[config.mk]
export PLATFORM = sky130hd
export DESIGN_NAME = arp_recv
export DESIGN_NICKNAME = d
export VERILOG_FILES = /design/src/rtl/eth_pkg.sv /design/src/rtl/crc32_rx_check.sv /design/src/rtl/arp_recv.sv
export SDC_FILE = /design/constraint.sdc
export NUM_CORES = 1
export LEC_CHECK = 0
export CAP_MARGIN = 20
export CORE_UTILIZATION = 40
export DETAILED_ROUTE_END_ITERATION = 8
export PLACE_DENSITY = 0.76
export SLEW_MARGIN = 20
export SYNTH_ARGS = -nofsm -noshare
export SYNTH_HDL_FRONTEND = slang
export SYNTH_HIERARCHICAL = 1
export SYNTH_SLANG_ARGS = --single-unit
export TNS_END_PERCENT = 5
[constraint.sdc]
create_clock -name clk -period 3.9 [get_ports clk]
set_input_delay 0.975 -clock clk [delete_from_list [all_inputs] [get_ports clk]]
set_output_delay 0.975 -clock clk [all_outputs]
set_load 0.02 [all_outputs]
[src/rtl/eth_pkg.sv]
// Shared Ethernet/ARP constants, receive state encoding and byte helpers.
package eth_pkg;

  localparam logic [15:0] ETHERTYPE_ARP = 16'h0806;
  localparam logic [15:0] ARP_HTYPE     = 16'h0001;
  localparam logic [15:0] ARP_PTYPE     = 16'h0800;
  localparam logic [7:0]  ARP_HLEN      = 8'h06;
  localparam logic [7:0]  ARP_PLEN      = 8'h04;
  localparam logic [1:0]  ARP_OP_REQ    = 2'd1;
  localparam logic [1:0]  ARP_OP_REP    = 2'd2;
  localparam logic [31:0] CRC32_RESIDUE = 32'hDEBB20E3;
  localparam logic [31:0] CRC32_POLY    = 32'hEDB88320;
  localparam logic [7:0]  PREAMBLE      = 8'h55;
  localparam logic [7:0]  SFD           = 8'hD5;

  // Byte offsets (counted from the first byte after SFD) where each field starts.
  localparam int OFF_SRC   = 6;
  localparam int OFF_ETYPE = 12;
  localparam int OFF_HDR   = 14;
  localparam int OFF_SHA   = 22;
  localparam int OFF_SPA   = 28;
  localparam int OFF_THA   = 32;
  localparam int OFF_TPA   = 38;
  localparam int OFF_TAIL  = 42;

  typedef enum logic [3:0] {
    RX_IDLE, RX_PREAMBLE, RX_DST_MAC, RX_SRC_MAC, RX_ETHER_TYPE, RX_ARP_HEADER,
    RX_SHA, RX_SPA, RX_THA, RX_TPA, RX_TAIL, RX_DROP
  } rx_state_t;

  // One byte of reflected CRC32, data consumed LSB first.
  function automatic logic [31:0] crc32_next(input logic [31:0] crc, input logic [7:0] data);
    logic [31:0] c;
    c = crc;
    for (int i = 0; i < 8; i++) begin
      if (c[0] ^ data[i]) c = (c >> 1) ^ CRC32_POLY;
      else                c = c >> 1;
    end
    return c;
  endfunction

  // Expected fixed ARP header bytes 0..6 (htype, ptype, hlen, plen, oper MSB).
  function automatic logic [7:0] arp_hdr_byte(input logic [2:0] idx);
    case (idx)
      3'd0:    return ARP_HTYPE[15:8];
      3'd1:    return ARP_HTYPE[7:0];
      3'd2:    return ARP_PTYPE[15:8];
      3'd3:    return ARP_PTYPE[7:0];
      3'd4:    return ARP_HLEN;
      3'd5:    return ARP_PLEN;
      default: return 8'h00;
    endcase
  endfunction

  // Byte idx (0 = MSB) of a 48-bit MAC address.
  function automatic logic [7:0] mac_byte(input logic [47:0] mac, input logic [2:0] idx);
    logic [47:0] t;
    t = mac << {idx, 3'b000};
    return t[47:40];
  endfunction

  // Byte idx (0 = MSB) of a 32-bit IPv4 address.
  function automatic logic [7:0] ip_byte(input logic [31:0] ip, input logic [1:0] idx);
    logic [31:0] t;
    t = ip << {idx, 3'b000};
    return t[31:24];
  endfunction

endpackage

[src/rtl/crc32_rx_check.sv]
// Running CRC32 over received bytes; flags when the register holds the good-frame residue.
module crc32_rx_check
  import eth_pkg::*;
(
  input  logic       clk,
  input  logic       rst_n,
  input  logic [7:0] data_byte,
  input  logic       enable,
  input  logic       init,
  output logic       residue_ok
);

  logic [31:0] crc_r;

  // CRC register: init has priority, otherwise fold in each enabled byte.
  always_ff @(posedge clk or negedge rst_n) begin
    if (!rst_n)      crc_r <= 32'hFFFFFFFF;
    else if (init)   crc_r <= 32'hFFFFFFFF;
    else if (enable) crc_r <= crc32_next(crc_r, data_byte);
    else             crc_r <= crc_r;
  end

  assign residue_ok = (crc_r == CRC32_RESIDUE);

endmodule

[src/rtl/arp_recv.sv]
// ARP frame receiver: parses GMII bytes, filters, checks FCS and reports decoded fields.
module arp_recv
  import eth_pkg::*;
#(
  parameter int PRE_MIN    = 2,
  parameter int MIN_LEN    = 64,
  parameter int MAX_LEN    = 1518,
  parameter int FILTER_TPA = 1
) (
  input  logic        clk,
  input  logic        rst_n,
  input  logic        i_rx_dv,
  input  logic        i_rx_er,
  input  logic [7:0]  i_data,
  input  logic [47:0] i_my_mac,
  input  logic [31:0] i_my_ip,
  output logic        o_arp_valid,
  output logic [1:0]  o_operation,
  output logic [47:0] o_SHA,
  output logic [31:0] o_SPA,
  output logic [47:0] o_THA,
  output logic [31:0] o_TPA,
  output logic        o_crc_err,
  output logic        o_drop
);

  localparam int            CW      = $clog2(MAX_LEN + 2);
  localparam logic [CW-1:0] CNT_SAT = CW'(MAX_LEN + 1);

  rx_state_t     state_r, state_s, nxt_field_s;
  int            last_pos_s, pos_s;
  logic [CW-1:0] cnt_r, cnt_inc_s;
  logic [7:0]    pre_cnt_r;
  logic          mac_miss_r, bc_miss_r, rej_r, rej_all_s;
  logic [1:0]    op_r;
  logic [47:0]   sha_r, tha_r;
  logic [31:0]   spa_r, tpa_r;
  logic          in_frame_s, byte_s, eof_s, crc_ok_s, crc_init_s;
  logic          valid_s, crc_err_s, drop_s;

  assign in_frame_s = (state_r != RX_IDLE) && (state_r != RX_PREAMBLE) && (state_r != RX_DROP);
  assign byte_s     = in_frame_s & i_rx_dv & ~i_rx_er;
  assign eof_s      = in_frame_s & ~i_rx_dv;
  assign pos_s      = int'(cnt_r);
  assign cnt_inc_s  = (cnt_r == CNT_SAT) ? cnt_r : cnt_r + CW'(1);
  // Destination is rejected only if it matched neither our MAC nor broadcast.
  assign rej_all_s  = rej_r | (mac_miss_r & bc_miss_r);
  assign crc_init_s = (state_s == RX_IDLE);

  crc32_rx_check u_crc (
    .clk        (clk),
    .rst_n      (rst_n),
    .data_byte  (i_data),
    .enable     (byte_s),
    .init       (crc_init_s),
    .residue_ok (crc_ok_s)
  );

  // State register.
  always_ff @(posedge clk or negedge rst_n) begin
    if (!rst_n) state_r <= RX_IDLE;
    else        state_r <= state_s;
  end

  // Last byte position of the current field and the field that follows it.
  always_comb begin
    last_pos_s  = -1;
    nxt_field_s = state_r;
    case (state_r)
      RX_DST_MAC:    begin last_pos_s = OFF_SRC - 1;   nxt_field_s = RX_SRC_MAC;    end
      RX_SRC_MAC:    begin last_pos_s = OFF_ETYPE - 1; nxt_field_s = RX_ETHER_TYPE; end
      RX_ETHER_TYPE: begin last_pos_s = OFF_HDR - 1;   nxt_field_s = RX_ARP_HEADER; end
      RX_ARP_HEADER: begin last_pos_s = OFF_SHA - 1;   nxt_field_s = RX_SHA;        end
      RX_SHA:        begin last_pos_s = OFF_SPA - 1;   nxt_field_s = RX_SPA;        end
      RX_SPA:        begin last_pos_s = OFF_THA - 1;   nxt_field_s = RX_THA;        end
      RX_THA:        begin last_pos_s = OFF_TPA - 1;   nxt_field_s = RX_TPA;        end
      RX_TPA:        begin last_pos_s = OFF_TAIL - 1;  nxt_field_s = RX_TAIL;       end
      default:       begin last_pos_s = -1;            nxt_field_s = state_r;       end
    endcase
  end

  // Next-state logic: framing, aborts and field sequencing.
  always_comb begin
    state_s = state_r;
    case (state_r)
      RX_IDLE: begin
        if (i_rx_dv && (i_data == PREAMBLE)) state_s = RX_PREAMBLE;
        else                                 state_s = RX_IDLE;
      end
      RX_PREAMBLE: begin
        if (!i_rx_dv)                                         state_s = RX_IDLE;
        else if (i_rx_er)                                     state_s = RX_DROP;
        else if (i_data == PREAMBLE)                          state_s = RX_PREAMBLE;
        else if ((i_data == SFD) && (int'(pre_cnt_r) >= PRE_MIN)) state_s = RX_DST_MAC;
        else                                                  state_s = RX_DROP;
      end
      RX_DROP: begin
        if (!i_rx_dv) state_s = RX_IDLE;
        else          state_s = RX_DROP;
      end
      RX_DST_MAC, RX_SRC_MAC, RX_ETHER_TYPE, RX_ARP_HEADER, RX_SHA,
      RX_SPA, RX_THA, RX_TPA, RX_TAIL: begin
        if (!i_rx_dv)                         state_s = RX_IDLE;
        else if (i_rx_er)                     state_s = RX_DROP;
        else if (int'(cnt_inc_s) > MAX_LEN)   state_s = RX_DROP;
        else if (pos_s == last_pos_s)         state_s = nxt_field_s;
        else                                  state_s = state_r;
      end
      default: state_s = RX_IDLE;
    endcase
  end

  // Result selection at end of frame, in priority: truncated, rejected, bad FCS, good.
  always_comb begin
    valid_s   = 1'b0;
    crc_err_s = 1'b0;
    drop_s    = 1'b0;
    if (eof_s) begin
      if ((state_r != RX_TAIL) || (pos_s < MIN_LEN)) drop_s    = 1'b1;
      else if (rej_all_s)                            drop_s    = 1'b1;
      else if (!crc_ok_s)                            crc_err_s = 1'b1;
      else                                           valid_s   = 1'b1;
    end else if ((state_r == RX_DROP) && !i_rx_dv) begin
      drop_s = 1'b1;
    end else begin
      drop_s = 1'b0;
    end
  end

  // Byte counter, preamble counter, field checks and shadow field registers.
  always_ff @(posedge clk or negedge rst_n) begin
    if (!rst_n) begin
      cnt_r      <= '0;
      pre_cnt_r  <= 8'd0;
      mac_miss_r <= 1'b0;
      bc_miss_r  <= 1'b0;
      rej_r      <= 1'b0;
      op_r       <= 2'd0;
      sha_r      <= 48'd0;
      spa_r      <= 32'd0;
      tha_r      <= 48'd0;
      tpa_r      <= 32'd0;
    end else if ((state_r == RX_IDLE) || (state_r == RX_PREAMBLE)) begin
      cnt_r      <= '0;
      mac_miss_r <= 1'b0;
      bc_miss_r  <= 1'b0;
      rej_r      <= 1'b0;
      if (state_r == RX_IDLE)
        pre_cnt_r <= 8'd1;
      else if (i_rx_dv && (i_data == PREAMBLE) && (pre_cnt_r != 8'hFF))
        pre_cnt_r <= pre_cnt_r + 8'd1;
    end else if (byte_s) begin
      cnt_r <= cnt_inc_s;
      if (pos_s < OFF_SRC) begin
        mac_miss_r <= mac_miss_r | (i_data != mac_byte(i_my_mac, 3'(pos_s)));
        bc_miss_r  <= bc_miss_r | (i_data != 8'hFF);
      end else if ((pos_s >= OFF_ETYPE) && (pos_s < OFF_HDR)) begin
        if (i_data != ((pos_s == OFF_ETYPE) ? ETHERTYPE_ARP[15:8] : ETHERTYPE_ARP[7:0]))
          rej_r <= 1'b1;
      end else if ((pos_s >= OFF_HDR) && (pos_s < OFF_SHA - 1)) begin
        if (i_data != arp_hdr_byte(3'(pos_s - OFF_HDR))) rej_r <= 1'b1;
      end else if (pos_s == OFF_SHA - 1) begin
        op_r <= i_data[1:0];
        if ((i_data != {6'd0, ARP_OP_REQ}) && (i_data != {6'd0, ARP_OP_REP})) rej_r <= 1'b1;
      end else if ((pos_s >= OFF_SHA) && (pos_s < OFF_SPA)) begin
        sha_r <= {sha_r[39:0], i_data};
      end else if ((pos_s >= OFF_SPA) && (pos_s < OFF_THA)) begin
        spa_r <= {spa_r[23:0], i_data};
      end else if ((pos_s >= OFF_THA) && (pos_s < OFF_TPA)) begin
        tha_r <= {tha_r[39:0], i_data};
      end else if ((pos_s >= OFF_TPA) && (pos_s < OFF_TAIL)) begin
        tpa_r <= {tpa_r[23:0], i_data};
        if ((FILTER_TPA != 0) && (i_data != ip_byte(i_my_ip, 2'(pos_s - OFF_TPA))))
          rej_r <= 1'b1;
      end
    end
  end

  // Registered result pulses; field outputs load only on an accepted frame.
  always_ff @(posedge clk or negedge rst_n) begin
    if (!rst_n) begin
      o_arp_valid <= 1'b0;
      o_crc_err   <= 1'b0;
      o_drop      <= 1'b0;
      o_operation <= 2'd0;
      o_SHA       <= 48'd0;
      o_SPA       <= 32'd0;
      o_THA       <= 48'd0;
      o_TPA       <= 32'd0;
    end else begin
      o_arp_valid <= valid_s;
      o_crc_err   <= crc_err_s;
      o_drop      <= drop_s;
      if (valid_s) begin
        o_operation <= op_r;
        o_SHA       <= sha_r;
        o_SPA       <= spa_r;
        o_THA       <= tha_r;
        o_TPA       <= tpa_r;
      end
    end
  end

endmodule

# Word-level counts from Yosys, hierarchy flattened
# Cells that the tools add are included.
[op_classes]
n_addsub = 4
magnitude_cmp = 16
eq_ne = 40
n_shift = 2
muxes = 81
n_bitwise = 33
reduce_logical = 34
[ops]
columns = ["cell", "count"]
rows = [
  ["2-to-1 mux 32 bit", 24],
  ["case mux 32 bit (8 select lines)", 1],
  ["NOT 13 -> 14 bit", 8],
  ["2-to-1 mux 8 bit", 7],
  ["left shift 48 x 6 -> 48 bit", 1],
  ["2-to-1 mux 4 bit", 10],
  ["less-than comparator 11 x 6 -> 1 bit, second input constant", 3],
  ["2-to-1 mux 1 bit", 33],
  ["2-to-1 mux 11 bit", 3],
  ["equality test 12 x 32 -> 1 bit", 1],
  ["equality test 32 bit, second input constant", 1],
  ["case mux 4 bit (4 select lines)", 2],
  ["case mux 4 bit (8 select lines)", 1],
  ["left shift 32 x 5 -> 32 bit", 1],
  ["inequality test 8 bit", 3],
  ["greater-or-equal comparator 11 x 4 -> 1 bit, second input constant", 2],
  ["greater-or-equal comparator 11 x 5 -> 1 bit, second input constant", 2],
  ["greater-or-equal comparator 11 x 6 -> 1 bit, second input constant", 2],
  ["less-than comparator 11 x 5 -> 1 bit, second input constant", 2],
  ["AND reduction 10 bit", 2],
  ["equality test 4 x 3 -> 1 bit, second input constant", 4],
  ["equality test 4 bit, second input constant", 4],
  ["inequality test 8 bit, second input constant", 2],
  ["inequality test 5 bit, second input constant", 3],
  ["other kinds (45)", 88],
]
[totals]
reg_bits = 385
input_bits = 92
out_inout_bits = 165
word_cells = 230

# Logic depth before layout (Yosys ltp)
# Gate-level depths: netlist of run 1.
[logic_depth]
ltp_word = 38
depth_mapped = 13
ltp_nobuf = 11

# Hierarchy
# Netlist of run 1, hierarchy kept.
[modules_own_cells]
columns = ["mod", "instances", "cells_each", "area_per_inst_um2", "seq_area_each_um2"]
rows = [
  ["arp_recv", 1, 1055, 15249.6, 8833.5],
  ["crc32_rx_check", 1, 184, 2367.3, 840.8],
]

# Worst setup path before layout of run 1
# Ideal clock, no wire load.
[synth_timing]
kind = "reg-to-reg"
startpoint = "reg cnt_r[1]"
endpoint = "reg u_crc.crc_r[19]"
setup_ns = 0.059
t_arrival_ns = 3.656
required_time_ns = 3.841
setup_slack_ns = 0.185
path_stages_with_launch = 14
path_buffers = 3
synth_period_minus_slack_ns = 3.715
cell_sequence = "dfrtp_1 buf_1 clkbuf_1 inv_1 ha_1 a41o_1 a2111oi_0 o41ai_2 o21ai_0 o311ai_0 nor4_1 clkbuf_1 a21oi_1 a21bo_2"
[synth_between]
elab_chain_cells = 9
word_cells_on_any_way = 13
cone_classes = "1 x add/sub; 1 x order compare; 2 x eq/ne; 7 x mux; 2 x reduce/logical"
[synth_lines]
columns = ["element", "line", "rtl"]
rows = [
  ["from (decl)", "arp_recv.sv:32", "logic [CW-1:0] cnt_r, cnt_inc_s;"],
  ["from (signal assigned)", "arp_recv.sv:153", "cnt_r <= cnt_inc_s;"],
  ["adder 11 x 1 -> 11 bit / equality test 11 bit (equally long branches)", "arp_recv.sv:45", "assign cnt_inc_s = (cnt_r == CNT_SAT) ? cnt_r : cnt_r + CW'(1);"],
  ["2-to-1 mux 11 bit", "arp_recv.sv:45", ""],
  ["greater-than comparator 11 bit", "arp_recv.sv:105", "else if (int'(cnt_inc_s) > MAX_LEN) state_s = RX_DROP;"],
  ["2-to-1 mux 4 bit (*)", "arp_recv.sv:105", ""],
  ["2-to-1 mux 4 bit (*)", "arp_recv.sv:104", "else if (i_rx_er) state_s = RX_DROP;"],
  ["2-to-1 mux 4 bit (*)", "arp_recv.sv:103", "if (!i_rx_dv) state_s = RX_IDLE;"],
  ["case mux 4 bit (4 select lines) (*)", "arp_recv.sv:85", "case (state_r)"],
  ["via state_s[3]", "arp_recv.sv:30", "rx_state_t state_r, state_s, nxt_field_s;"],
  ["zero test 4 bit (*)", "arp_recv.sv:48", "assign crc_init_s = (state_s == RX_IDLE);"],
  ["via crc_init_s", "arp_recv.sv:38", "logic in_frame_s, byte_s, eof_s, crc_ok_s, crc_init_s;"],
  ["2-to-1 mux 32 bit / nonzero test 2 bit (equally long branches)", "-", ""],
  ["to (signal assigned)", "crc32_rx_check.sv:19", "else if (enable) crc_r <= crc32_next(crc_r, data_byte);"],
  ["to (signal assigned)", "crc32_rx_check.sv:20", "else crc_r <= crc_r;"],
  ["to (decl)", "crc32_rx_check.sv:13", "logic [31:0] crc_r;"],
]
# The timed path passes the listed nets; every way through them passes the cells marked *.
# A chain may end at the register's enable or synchronous reset.

# Worst setup path after layout of run 1
[layout_timing]
startpoint = "reg cnt_r[1]"
endpoint = "reg u_crc.crc_r[31]"
# The elaborated chain is that of the path after synthesis.

==> results of run 1 <==
-- metrics by stage --
stage	cells	utilization, %
2_1_floorplan	1239	-
3_3_place_gp	2045	48.4
3_5_place_dp	2045	48.4
4_1_cts	2117	51.5
5_1_grt	2117	51.5
6_report	2117	51.5
-- placed cells by master (no fill, tap or decap), drive strengths merged, types with 4 or more instances in the layout --
cell / n
dfrtp: 353
mux2: 331
clkdlybuf4s50: 255
clkbuf: 59
xnor2: 50
nand2: 48
nor2: 45
buf: 38
dfstp: 32
o21ai: 32
xor2: 26
a21oi: 18
mux4: 16
xnor3: 16
inv: 15
nor3: 15
nor4: 14
nand3: 12
ha: 10
o211ai: 10
clkinv: 10
nor2b: 9
a22oi: 8
nand4: 8
a211o: 6
xor3: 6
or3: 5
a211oi: 5
a31oi: 5
and3: 5
mux2i: 5
or2: 4
nor4b: 4
nand4b: 4
a2111oi: 4
-- critical path, delay by kind of cell (launching register included) --
family / cells / cell delay (ns)
AOI/OAI and AO/OA: 3 / 1.20
and+or+nand+nor: 4 / 0.90
xor gates and xnor gates: 1 / 0.16
buffers and inverters: 2 / 0.46
DFF: 1 / 0.43
adders and majority gates: 1 / 0.28
-- final timing paths --
kind / start / endpoint / slack, ns / cells after the start
max in group asynchronous: rst_n / sha_r[28] / 2.52 / 2
max: cnt_r[1] / u_crc/crc_r[31] / 0.37 / 11
min reg2reg: tha_r[46] / tha_r[46] / 0.48 / 1
min: rst_n / o_SPA[28] / 0.35 / 1
min in group clk: tha_r[46] / tha_r[46] / 0.48 / 1
max reg2reg: cnt_r[1] / u_crc/crc_r[31] / 0.37 / 11
-- per-layer routing --
| layer | share of wire [%] | routed length (um) |
|---|---|---|
| met3 | 5.3 | 2160 |
| met4 | 2.3 | 932 |
| met5 | 0 | 0 |
| met2 | 47 | 18900 |
| met1 | 46 | 18400 |
-- flip-flops by register name (all words and copies together) (netlist names) --
name / count
pre_cnt_r: 8
state_r: 4
o_operation: 2
mac_miss_r: 1
op_r: 2
rej_r: 1
tha_r: 48
sha_r: 48
o_TPA: 32
o_THA: 48
u_crc/crc_r: 32
cnt_r: 11
spa_r: 32
tpa_r: 32
o_SHA: 48
bc_miss_r: 1
o_drop: 1
o_SPA: 32
o_crc_err: 1
o_arp_valid: 1
-- cells by family after synthesis --
kind of cell    count (synthesis)
fa+ha+maj                      10
mux                           352
xor+xnor                       98
buf+inv                        88
compound gates                116
simple gates                  190
flops                         385
-- power breakdown --
part	leakage, nW	internal [mW]	switching (mW)
clock network	0.651	2.26	1.56
registers	5.26	4.00	0.000735
logic	4.55	0.236	0.224
-- area by class of cell --
type | instances | area (um^2)
clock inverter | 13 | 138
tap | 585 | 732
clock buffer | 59 | 1190
fill | 3560 | 21000
timing repair buffer | 293 | 2950
inverter | 16 | 60.1
sequential | 385 | 9680
multi-input combinational | 766 | 7540
-- synth_stat cells, types with 3 or more instances --
master,instances,area (um^2)
o21ai_0,31,155
a21oi_1,18,90.1
nand2_1,48,180
or2_2,4,25.0
xnor3_1,15,338
buf_1,6,22.5
nor2_1,45,169
inv_1,15,56.3
nand3_1,12,60.1
nand2b_1,3,18.8
mux4_2,16,360
nor3_1,14,70.1
mux2_1,22,248
mux2_2,291,3280
mux2i_1,5,50.1
dfstp_2,32,841
buf_6,6,67.6
mux2_4,18,270
nand4b_1,3,26.3
a211o_1,6,52.6
a21o_1,3,22.5
xor3_1,6,143
nor4_1,14,87.6
nor4b_1,3,26.3
ha_1,10,125
xnor2_2,6,97.6
a211oi_1,5,37.5
and3_1,5,31.3
xnor2_4,5,138
xnor2_1,39,342
or3_1,5,31.3
dfrtp_1,353,8830
xor2_1,25,219
clkbuf_1,29,109
buf_2,25,125
buf_4,6,45.0
a31oi_1,5,31.3
o211ai_1,10,75.1
a32o_1,3,30.0
a22oi_1,8,60.1
o31ai_1,3,22.5
nand4_1,7,43.8
nor2b_1,9,56.3
==> summary.md, run 1 <==
| Metric | Value |
|---|---|
| Yosys cell types | `77` |
| CP Capture Type | `flip-flop` |
| Final hold viol count | `0` |
| Avg Cell Area, Syn | `14.2 um^2` |
| Cts bufs inserted | `40` |
| Post-route antenna net violation count | `0` |
| Routed len/inst | `between 15 and 20 um` |
| PD cells | `372 mW/mm^2` |
| Ports | `257` |
| Core area | `around 0.043 mm^2` |
| Pwr Total | `8.28 mW` |
| Adder-cell area share of the yosys netlist | `0.710%` |
| IO buf count | `256` |
| Synth-to-Final Area Change | `26.5%` |
| 1st-iter DRT viols | `between 700 and 800` |
| Critical path's slowest cell | `o41ai_2` |
| PnR worst setup slack | `0.370 ns` |
| # H-tree levels | `2` |
| Antenna violations before repair | `0` |
| Crit-path cells | `ha_1 > nand3_1 > nor4_1 > xnor2_1 > o41ai_2 > nor2_1 > a31oi_1 > nor4_2 > buf_4 > inv_1 > o21ai_0` |
| Post-route cell area | `~0.022 mm^2` |
| Fmax | `283 MHz` |
| Met2 GRT Util | `29.1%` |
| RePlAce Congestion | `0.869` |
| Die Y | `212 um` |
| Antenna diodes | `0` |
| Yosys warning count | `6` |
| Clock Root Buffer | `clkbuf_16` |
| CTS tree | `built` |
| DRC viols | `0` |
| Asr flop ratio synth | `100%` |
| Post-DP Area | `between 0.02 and 0.025 mm^2` |
| Critical Path RT | `4.35 ns` |
| MaxCap Viol Count | `0` |
| Post-CTS Hold Buffers | `0` |
| Site row count | `76` |
| EDFF count, synth | `0` |
| Clock Tree Buf Depth | `3` |
| Routed vias/inst | `5.20` |
| Final hold slack | `0.348 ns` |
| Die W | `around 210 um` |
| Clock slew at reported path FFs | `0.06 ns` |
| Die Area | `0.0449 mm^2` |
| Leakage | `roughly 10 nW` |
| Final period util | `90.5%` |
| Worst-Margin Slew | `0.756 ns` |
| Slew HR | `between 40% and 50%` |
| Syn_nets | `1341` |
| Met1 GRT Util | `25.5%` |
| Largest family of logic cells by synthesized area | `multiplexers` |
| Simple-gate portion of the synthesized area | `about 5.8%` |
| Tmin final | `between 3 and 4 ns` |
| Mux contribution to synthesized area | `between 20% and 30%` |
| Final Skew | `approximately 0.013 ns` |
| Max-slew violations | `0` |
| Setup violators final | `0` |
| CP startpoint kind | `flip-flop` |
| GRT Total Usage | `18.5%` |
| Max VDD drop | `about 0.00023 V` |
| Register area share after synthesis | `54.9%` |
| GRT overflow | `0` |
| Nets | `1604` |
| Post-DP HPWL | `27800 um` |
| Postcts setup bufs | `0` |
| Met3 usage | `about 3.8%` |
| Clock sink count | `385` |
| Xor/xnor share of the synthesized area | `about 7.5%` |
| CTS resizes | `0` |
| Critical setup path kind | `reg -> reg` |
| Fin Setup TNS | `0 ns` |
| Slowest stage delay, CP | `0.74 ns` |
| Largest net degree at the start of global routing | `115` |
| Number of register bits inferred by synthesis | `385` |
| Post-place setup slack | `-0.0644 ns` |
| Synthesized instance count | `1239` |
| Most used DFF post-synth | `dfrtp_1` |
| Critical Path AT | `3.98 ns` |
| Share of cells above drive strength 1 | `32.0%` |
| Vias in the first global route | `11307` |
| Drt pass-1 iters | `5` |
| Clock Latency Late Sink | `0.55 ns` |
| Maximum fanout along the worst path | `12` |
| HP Class | `in -> async` |
| Vias | `~11000` |
| Status | `finished clean` |
| Unrepaired setup endpoints after global routing | `false` |
| Initial core utilization | `about two fifths` |
| Busiest grt layer | `met2` |
| Final wirelength | `about 40000 um` |
| Compound-Gate Fraction of Synth Area | `4.73%` |
| Netlist Area Pre-Place | `0.0176 mm^2` |
| First-pass GRT wire length | `64300 um` |
No activity file was read; power rests on OpenSTA's default activity.
==> run 2, diff against run 1 <==
--- a/config.mk
+++ b/config.mk
@@ -7,11 +7,11 @@
 export LEC_CHECK = 0
 export CAP_MARGIN = 20
 export CORE_UTILIZATION = 40
+export CTS_CLUSTER_DIAMETER = 150
 export DETAILED_ROUTE_END_ITERATION = 8
 export PLACE_DENSITY = 0.76
 export SLEW_MARGIN = 20
 export SYNTH_ARGS = -nofsm -noshare
 export SYNTH_HDL_FRONTEND = slang
-export SYNTH_HIERARCHICAL = 1
 export SYNTH_SLANG_ARGS = --single-unit
 export TNS_END_PERCENT = 5
==> summary.md, run 2 <==
| Metric | Value |
|---|---|
| Status | `finished clean (unchanged)` |
| Number of register bits inferred by synthesis | `385 (unchanged)` |
| Max-slew violations | `0 (unchanged)` |
| Yosys cell types | `70 (was 77)` |
| FF-to-FF setup slack | `0.75 ns (was 0.37 ns)` |
| Worst R2R Path Depth | `8 (was 11)` |
| Final period util | `85.3% (was 90.5%)` |
| MaxCap Viol Count | `0 (unchanged)` |
| Most common cell after layout, fill and taps aside | `dfrtp_1 (unchanged)` |
| PD cells | `368 mW/mm^2 (was 372 mW/mm^2)` |
| Worst Path Buf+Inv | `2 (unchanged)` |
| Die Y | `211 um (was 212 um)` |
| GRT Total Usage | `19.7% (was 18.5%)` |
| First-pass GRT wire length | `67400 um (was 64300 um)` |
| Antenna violations before repair | `4 (was 0)` |
| Slowest stage delay, CP | `0.59 ns (was 0.74 ns)` |
| Worst r2r dst | `u_crc.crc_r[13] (was u_crc/crc_r[31])` |
| Clock sink count | `385 (unchanged)` |
| Fin Setup TNS | `0 ns (unchanged)` |
| Unrepaired setup endpoints after global routing | `false (unchanged)` |
| Avg Cell Area, Syn | `13.6 um^2 (was 14.2 um^2)` |
| Most used DFF post-synth | `dfrtp_1 (unchanged)` |
| Critical Path AT | `3.79 ns (was 3.98 ns)` |
| Post-CTS Hold Buffers | `0 (unchanged)` |
| Critical setup path kind | `in -> reg (was reg -> reg)` |
| Largest family of logic cells by synthesized area | `multiplexers (unchanged)` |
| Initial core utilization | `40.6% (was 40.7%)` |
| Setup violators final | `0 (unchanged)` |
| Clock slew at reported path FFs | `0.06 ns (about the same)` |
| Site row count | `76 (unchanged)` |
| Critical Path Stages | `9 (was 11)` |
| Post-DP HPWL | `30000 um (was 27800 um)` |
| Synth area leader | `dfrtp_1 (unchanged)` |
| Vias in the first global route | `11734 (was 11307)` |
| Leakage | `10.0 nW (was 10.5 nW)` |
| PnR worst setup slack | `0.571 ns (was 0.370 ns)` |
| Routed vias/inst | `5.21 (was 5.20)` |
| DRC viols | `0 (unchanged)` |
| # H-tree levels | `2 (unchanged)` |
| Fmax | `300 MHz (was 283 MHz)` |
| Simple-gate portion of the synthesized area | `6.01% (was 5.80%)` |
| Yosys warning count | `0 (was 6)` |
| Synthesized instance count | `1284 (was 1239)` |
| Drt pass-1 iters | `5 (unchanged)` |
| Critical Path Sink | `u_crc.crc_r[13] (was u_crc/crc_r[31])` |
| Compound-Gate Fraction of Synth Area | `6.03% (was 4.73%)` |
| Crit-path cells | `clkdlybuf4s50_1 > or4b_1 > a2111oi_0 > mux2_2 > nor2_1 > o21ai_1 > nand4_4 > buf_12 > o31ai_2 (was ha_1 > nand3_1 > nor4_1 > xnor2_1 > o41ai_2 > nor2_1 > a31oi_1 > nor4_2 > buf_4 > inv_1 > o21ai_0)` |
| Mux contribution to synthesized area | `23.7% (was 23.9%)` |
| CP Capture Type | `flip-flop (unchanged)` |
| Clock Root Buffer | `clkbuf_16 (unchanged)` |
| CP top delay family | `compound AO/OA/AOI/OAI gates (unchanged)` |
| Final hold slack | `0.478 ns (was 0.348 ns)` |
| Clock Tree Buf Depth | `3 (unchanged)` |
| Netlist Area Pre-Place | `0.0175 mm^2 (was 0.0176 mm^2)` |
| Most common cell in the netlist | `dfrtp_1 (unchanged)` |
| Vias | `11238 (was 11007)` |
| Worst setup path startpoint | `i_data[5] (was cnt_r[1])` |
| 1st-iter DRT viols | `698 (was 753)` |
| Max VDD drop | `0.000257 V (was 0.000231 V)` |
| Largest net degree at the start of global routing | `108 (was 115)` |
| RePlAce Congestion | `0.891 (was 0.869)` |
| Ports | `257 (unchanged)` |
| Final Skew | `0.0179 ns (was 0.0128 ns)` |
| Register area share after synthesis | `55.3% (was 54.9%)` |
| Routed len/inst | `19.9 um (was 19.1 um)` |
| Synth-to-Final Area Change | `26.4% (was 26.5%)` |
| CP startpoint kind | `input pin (was flip-flop)` |
| Critical Path RT | `4.36 ns (was 4.35 ns)` |
| Maximum fanout along the worst path | `30 (was 12)` |
| Post-route antenna net violation count | `0 (unchanged)` |
| Adder-cell area share of the yosys netlist | `0.643% (was 0.710%)` |
| HP Class | `in -> async (unchanged)` |
| GRT overflow | `0 (unchanged)` |
| R2r startpoint | `state_r[3] (was cnt_r[1])` |
| Pwr Total | `8.14 mW (was 8.28 mW)` |
| Filler Cell Count | `3719 (was 3560)` |
| Asr flop ratio synth | `100% (unchanged)` |
| Core area | `0.0431 mm^2 (was 0.0433 mm^2)` |
| Critical path's slowest cell | `clkdlybuf4s50_1 (was o41ai_2)` |
| Cts bufs inserted | `40 (unchanged)` |
| Final hold viol count | `0 (unchanged)` |
| Xor/xnor share of the synthesized area | `5.55% (was 7.54%)` |
| EDFF count, synth | `0 (unchanged)` |
| Die W | `211 um (was 212 um)` |
| Worst-Margin Slew | `0.952 ns (was 0.756 ns)` |
| Die Area | `0.0446 mm^2 (was 0.0449 mm^2)` |
| Postcts setup bufs | `0 (unchanged)` |
| Share of cells above drive strength 1 | `33.0% (was 32.0%)` |
| Nets | `1645 (was 1604)` |
| Tmin final | `3.33 ns (was 3.53 ns)` |
| Post-place setup slack | `0.104 ns (was -0.0644 ns)` |
| IO buf count | `256 (unchanged)` |
| Commonest cells post-synth | `dfrtp_1, mux2_2, xnor2_1 (was dfrtp_1, mux2_2, nand2_1)` |
| CTS tree | `built (unchanged)` |
| Syn_nets | `1385 (was 1341)` |
| CTS resizes | `0 (unchanged)` |
| Final wirelength | `43000 um (was 40400 um)` |
| Top post-synthesis cells by area | `dfrtp_1, mux2_2, dfstp_2 (unchanged)` |
| Slew HR | `36.1% (was 49.1%)` |
| Yosys top cell area share | `50.5% (was 50.1%)` |
| Commonest non-fill, non-tap cells in the layout | `dfrtp_1, mux2_2, clkdlybuf4s50_1 (unchanged)` |
| Clock Latency Late Sink | `0.55 ns (about the same)` |
-- run 2: cell types whose count changed after synthesis, sizes merged, moves of 10 or more --
cell,change
a21oi,+26
buf,+10
nand2,-25
nor2,+23
o21ai,-14
o31ai,+31
xnor2,+29
xnor3,-16
-- run 2: layout make-up --
cell class	count	area, um^2	area share (%)
well taps	585	732	3.31
multi-input cells	799	7350	33.2
repair buffers	305	3050	13.8
diodes	1	2.50	0.0113
flip-flops and latches	385	9680	43.7
clock buffers	57	1160	5.23
inverters	13	48.8	0.221
clock inverters	12	110	0.498
-- run 2: worst min path at each step --
stage,end,slack (ns),cells after the start
floorplan,o_operation[0],0.45,1
global placement,o_operation[0],0.47,1
detailed placement,o_operation[0],0.48,1
CTS,o_operation[0],0.49,1
global route,o_SHA[39],0.52,1
finish,o_TPA[28],0.48,1
-- run 2: cells by family after synthesis --
family / count (synthesis)
flops: 385
fa+ha+maj: 9
xor+xnor: 111
simple gates: 193
compound gates: 134
buf+inv: 100
mux: 352
-- run 2: power by group --
group          internal (mW)  total, mW  switching, mW
combinational          0.206      0.453          0.247
sequential              4.00       4.00        0.00208
clock                   2.14       3.69           1.55
-- run 2: routing by layer --
metal  wire length [um]  vias up  global-route usage, %  share of wire [%]
met5                 31        -                      0              0.072
met4                996        6                   6.35                2.3
met3               2810       61                   4.43                6.5
met2              20300      334                   31.1                 47
met1              18800     5711                   26.9                 44
li1                   -     5126                      -                  -
-- run 2: metrics by stage --
stage / util, % / instances / instance area (um^2)
after global routing: 51.4 / 2157 / 22100
after floorplan: - / 1284 / 17500
after global placement: 48.4 / 2087 / 20900
after detailed placement: 48.4 / 2087 / 20900
final: 51.4 / 2157 / 22100
after CTS: 51.4 / 2156 / 22100
